### config.mk
export PLATFORM = sky130hd
export DESIGN_NAME = sequential_divider_unit
export DESIGN_NICKNAME = d
export VERILOG_FILES = /design/src/rtl/sequential_divider_unit.sv
export SDC_FILE = /design/constraint.sdc
export NUM_CORES = 1
export LEC_CHECK = 0
export CAP_MARGIN = 5
export CORE_MARGIN = 2
export CORE_UTILIZATION = 52
export CTS_CLUSTER_DIAMETER = 100
export CTS_CLUSTER_SIZE = 12
export DETAILED_ROUTE_END_ITERATION = 16
export PLACE_DENSITY_LB_ADDON = 0.1
export SETUP_SLACK_MARGIN = 0.02
export SLEW_MARGIN = 20
export SYNTH_ARGS = -nofsm -noshare
export SYNTH_HDL_FRONTEND = slang
export SYNTH_SLANG_ARGS = --single-unit
### constraint.sdc
create_clock -name clk -period 4.1 [get_ports clk]
set_clock_uncertainty 0.1 [all_clocks]
set_input_delay 0.615 -clock clk [delete_from_list [all_inputs] [get_ports clk]]
set_output_delay 0.615 -clock clk [all_outputs]
set_load 0.1 [all_outputs]
### src/rtl/sequential_divider_unit.sv
// Multi-cycle restoring shift-subtract divider (DIV/DIVU) with start/busy/done handshake.
// Optional build macro DIV_EARLY_OUT_EN: finish immediately when |dividend| < |divisor|.
module sequential_divider_unit #(
    parameter int WIDTH = 32
) (
    input  logic             clk,
    input  logic             rst,
    input  logic             startDiv,
    input  logic             signedDiv,
    input  logic [WIDTH-1:0] dividend,
    input  logic [WIDTH-1:0] divisor,
    output logic             busyDiv,
    output logic             doneDiv,
    output logic [WIDTH-1:0] quotient,
    output logic [WIDTH-1:0] remainder,
    output logic             divByZeroFlag
);

    localparam int CW = $clog2(WIDTH + 1);
    localparam logic [CW-1:0] STEPS = CW'(WIDTH);
    localparam logic [CW-1:0] ONE   = CW'(1);

    typedef enum logic [1:0] {IDLE, RUN, FIX, DONE} state_t;

    state_t           state;
    logic [WIDTH-1:0] part_rem;
    logic [WIDTH-1:0] quo_shift;
    logic [WIDTH-1:0] dsr_mag;
    logic [CW-1:0]    step;
    logic             neg_quo;
    logic             neg_rem;

    function automatic logic [WIDTH-1:0] negate(input logic [WIDTH-1:0] x);
        return -x;
    endfunction

    function automatic logic [WIDTH-1:0] magnitude(input logic [WIDTH-1:0] x, input logic sgn);
        return (sgn && x[WIDTH-1]) ? negate(x) : x;
    endfunction

    logic [WIDTH-1:0] mag_a;
    logic [WIDTH-1:0] mag_b;
    logic [WIDTH:0]   shifted;
    logic [WIDTH:0]   trial;
    logic             borrow;
    logic             early;

    assign mag_a = magnitude(dividend, signedDiv);
    assign mag_b = magnitude(divisor, signedDiv);

    // P < |divisor| always holds, so the top bit of the WIDTH+1-bit difference is the borrow.
    assign shifted = {part_rem, quo_shift[WIDTH-1]};
    assign trial   = shifted - {1'b0, dsr_mag};
    assign borrow  = trial[WIDTH];

`ifdef DIV_EARLY_OUT_EN
    assign early = (divisor != '0) && (mag_a < mag_b);
`else
    assign early = 1'b0;
`endif

    always_ff @(posedge clk) begin
        if (rst) begin
            state         <= IDLE;
            busyDiv       <= 1'b0;
            doneDiv       <= 1'b0;
            divByZeroFlag <= 1'b0;
            quotient      <= '0;
            remainder     <= '0;
            part_rem      <= '0;
            quo_shift     <= '0;
            dsr_mag       <= '0;
            step          <= '0;
            neg_quo       <= 1'b0;
            neg_rem       <= 1'b0;
        end else begin
            doneDiv <= 1'b0;
            case (state)
                IDLE, DONE: begin
                    if (startDiv) begin
                        divByZeroFlag <= 1'b0;
                        neg_quo       <= signedDiv & (dividend[WIDTH-1] ^ divisor[WIDTH-1]);
                        neg_rem       <= signedDiv & dividend[WIDTH-1];
                        part_rem      <= '0;
                        quo_shift     <= mag_a;
                        dsr_mag       <= mag_b;
                        step          <= STEPS;
                        if (divisor == '0) begin
                            quotient      <= '1;
                            remainder     <= dividend;
                            divByZeroFlag <= 1'b1;
                            doneDiv       <= 1'b1;
                            state         <= DONE;
                        end else if (early) begin
                            quotient  <= '0;
                            remainder <= dividend;
                            doneDiv   <= 1'b1;
                            state     <= DONE;
                        end else begin
                            busyDiv <= 1'b1;
                            state   <= RUN;
                        end
                    end else begin
                        state <= IDLE;
                    end
                end
                RUN: begin
                    part_rem  <= borrow ? shifted[WIDTH-1:0] : trial[WIDTH-1:0];
                    quo_shift <= {quo_shift[WIDTH-2:0], ~borrow};
                    if (step == ONE) begin
                        state <= FIX;
                    end else begin
                        step <= step - ONE;
                    end
                end
                FIX: begin
                    // Remainder takes the dividend's sign; quotient negative when signs differ.
                    quotient  <= neg_quo ? negate(quo_shift) : quo_shift;
                    remainder <= neg_rem ? negate(part_rem) : part_rem;
                    busyDiv   <= 1'b0;
                    doneDiv   <= 1'b1;
                    state     <= DONE;
                end
                default: state <= IDLE;
            endcase
        end
    end

endmodule
==> metrics.txt <==
status=completed; first-pass GRT wire length=50.83 mm; number of antenna violations at the first check in global routing=0; DRC=0; Post-CTS Resized=0; Longest Clk Path Bufs=2; most frequent cells in the layout=nand2_1, dfxtp_1, clkdlybuf4s50_1; area grow syn2layout=20.03%; Worst Slack Setup Final=between 0.4 and 0.5 ns; number of port buffers=about 130; Yosys warnings=0; Worst Tran Pin Value=roughly 1.1 ns; Post-synth top flop=dfxtp_1; Clk pin slew, worst setup/hold paths=0.08 ns; critical path type=flop to flop; minimum clock period=roughly 3.7 ns; fin cells=roughly 1.8k; largest cells by area after synthesis=dfxtp_1, xor2_1, nand2_1, a21oi_1, ha_1; max_cap viols=0; Final Hold Fails=0; crit share post-route=90.11%; DIE AREA=22390 um2; GRT Residual Overflow=0; syn nets=1539; DP HPWL=between 20 and 25 mm; Startpoint Class=flop; WL final=between 30 and 40 mm; Leak=about 5.1 nW; drt initial violations=~660; fin area=approximately 13000 um2; Arr. time, crit path=3.94 ns; DIE WIDTH=between 100 and 150 um; row count=53; pwr dens=between 600 and 700 nW/um2; setup TNS=0 ns; Fmax=between 0.2 and 0.3 GHz; Sink Count=173; commonest non-fill, non-tap cell in the layout=nand2_1; H-Tree Depth=4; WL per Instance=~18 um; vias in the first global route=9830; largest fanout on the critical path=7; Synth Cell Area=between 10000 and 15000 um2; DP Area=between 10000 and 15000 um2; Slew headroom=27.36%; All-Layer GR Usage=between 20% and 30%; CTS Root Cell=clkbuf_16; RSZ-0062 raised after global routing=false; CTS buffer count=17; setup repair bufs after CTS=0; antenna viol nets, final=0; Synth top area share=about a third; fin. max-slew vios=0; Syn Area/Cell=between 7 and 8 um2; ys async rst share=0%; final weighted congestion in routability-driven placement=slightly below 0.9; n_diodes=0; Worst setup EP type=flop; unique cell type count in the Yosys netlist=56; Mapped Cells=roughly 1.4k; Seq/Total Area, Yosys=31.40%; Top Metal Used=met4; EDFF count, synth=0; # hold bufs at CTS=0; pre-CTS WS=around 0.11 ns; Skew-Pair Late Insertion Delay=0.44 ns; nets@finish=between 1.5k and 2k; Routed met2 length=approximately 15 mm; Hold Crit Class=flop to flop; largest net degree at the start of global routing=just over 100; via count=roughly 11k; total length of routed met3 wires=between 1 and 1.5 mm; Starting Density=52.80%; VDD IR-drop max=about 0.00030 V; via/cell ratio=5.856; DRT Pass-1 Iters=5; met1 WL=approximately 14 mm; Synth Register Bits=roughly 170; Yosys top cell by area=dfxtp_1; Worst EP required=about 4.4 ns; share of cells above drive strength 1=about 5.2%; Post-Place Cells=around 1.8k; Die Y=about 150 um; Core ar.=20890 um2; CTS tree=built; IO Pins=approximately 140; count of final setup violators=0
## routing by layer
metal	global-route usage [%]	vias to the layer above
li1	-	5283
met1	36.08	4940
met2	49.47	294
met3	4.085	65
met4	10.95	0
met5	0	-
## flip-flops by register name (all words and copies together) (netlist names)
signal,count
busyDiv,1
divByZeroFlag,1
doneDiv,1
dsr_mag,32
neg_quo,1
neg_rem,1
part_rem,32
quo_shift,32
quotient,32
remainder,32
state,2
step,6
## final timing paths
| check | cells after the start | from | slack, ns | endpoint |
|---|---|---|---|---|
| max | 8 | quo_shift[6] | 0.41 | quotient[29] |
| min | 2 | remainder[19] | 0.35 | remainder[19] |
| max reg2reg | 8 | quo_shift[6] | 0.41 | quotient[29] |
| min reg2reg | 2 | remainder[19] | 0.35 | remainder[19] |
## cell type report
class	instances	area (um2)
clock buffers	17	425.4
well taps	275	344.1
multi-input cells	1109	7057
flip-flops and latches	173	3465
inverters	57	214.0
clock inverters	15	167.7
repair buffers	161	1567
fillers	1941	7650
## cell usage after synthesis, types with 5 or more instances
| master | n |
|---|---|
| or4_1 | 14 |
| or3_1 | 18 |
| ha_1 | 40 |
| xnor2_1 | 50 |
| nor4_1 | 7 |
| nor2_1 | 128 |
| or2_2 | 5 |
| xor2_1 | 101 |
| o211ai_1 | 46 |
| nor2b_1 | 5 |
| a211oi_1 | 41 |
| a21oi_1 | 119 |
| clkbuf_1 | 86 |
| nand2b_1 | 11 |
| nand2_1 | 204 |
| nand4_1 | 9 |
| o41ai_1 | 16 |
| o31ai_1 | 27 |
| a311oi_1 | 37 |
| nor3_1 | 15 |
| o21ai_0 | 94 |
| dfxtp_1 | 173 |
| inv_1 | 57 |
| nand3_1 | 14 |
| mux2i_1 | 37 |
| o21bai_1 | 7 |
| a21o_1 | 12 |
| and2_1 | 6 |
## through the flow
| step | utilization (%) | power, mW | hold slack, ns |
|---|---|---|---|
| after floorplan | - | 5.579 | 0.3319 |
| after global placement | 60.53 | 6.625 | 0.3391 |
| after detailed placement | 60.53 | 6.665 | 0.3470 |
| after CTS | 63.37 | 8.301 | 0.3559 |
| after global routing | 63.38 | 8.800 | 0.3779 |
| final | 63.38 | 8.297 | 0.3527 |
## worst max-delay path: stages, from the launching register on
cell	delay [ns]
dfxtp_1	0.39
or4_4	0.57
or3_4	0.36
or4_4	0.45
or4_4	0.54
or4_4	0.49
o31ai_1	0.31
xor2_1	0.13
a311oi_1	0.27
## where the power goes
group	internal, mW	total, mW	switching [mW]
Combinational	1.34	4.23	2.89
Sequential	2.07	2.44	0.364
Clock	0.823	1.63	0.808
Total	4.23	8.30	4.06
## kinds of logic (layout without fill, tap and decap cells)
group / after synthesis / count (layout) / synth area share (%)
multiplexers: 37 / 37 / 3.358
AO/OA/AOI/OAI: 428 / 428 / 25.18
buffers and inverters: 148 / 250 / 5.105
AND/OR/NAND/NOR: 452 / 452 / 18.24
adder cells (fa/ha/maj): 41 / 41 / 4.719
XOR/XNOR: 151 / 151 / 11.99
flip-flops: 173 / 173 / 31.40
Note: power is estimated with default switching activity, not from simulation.
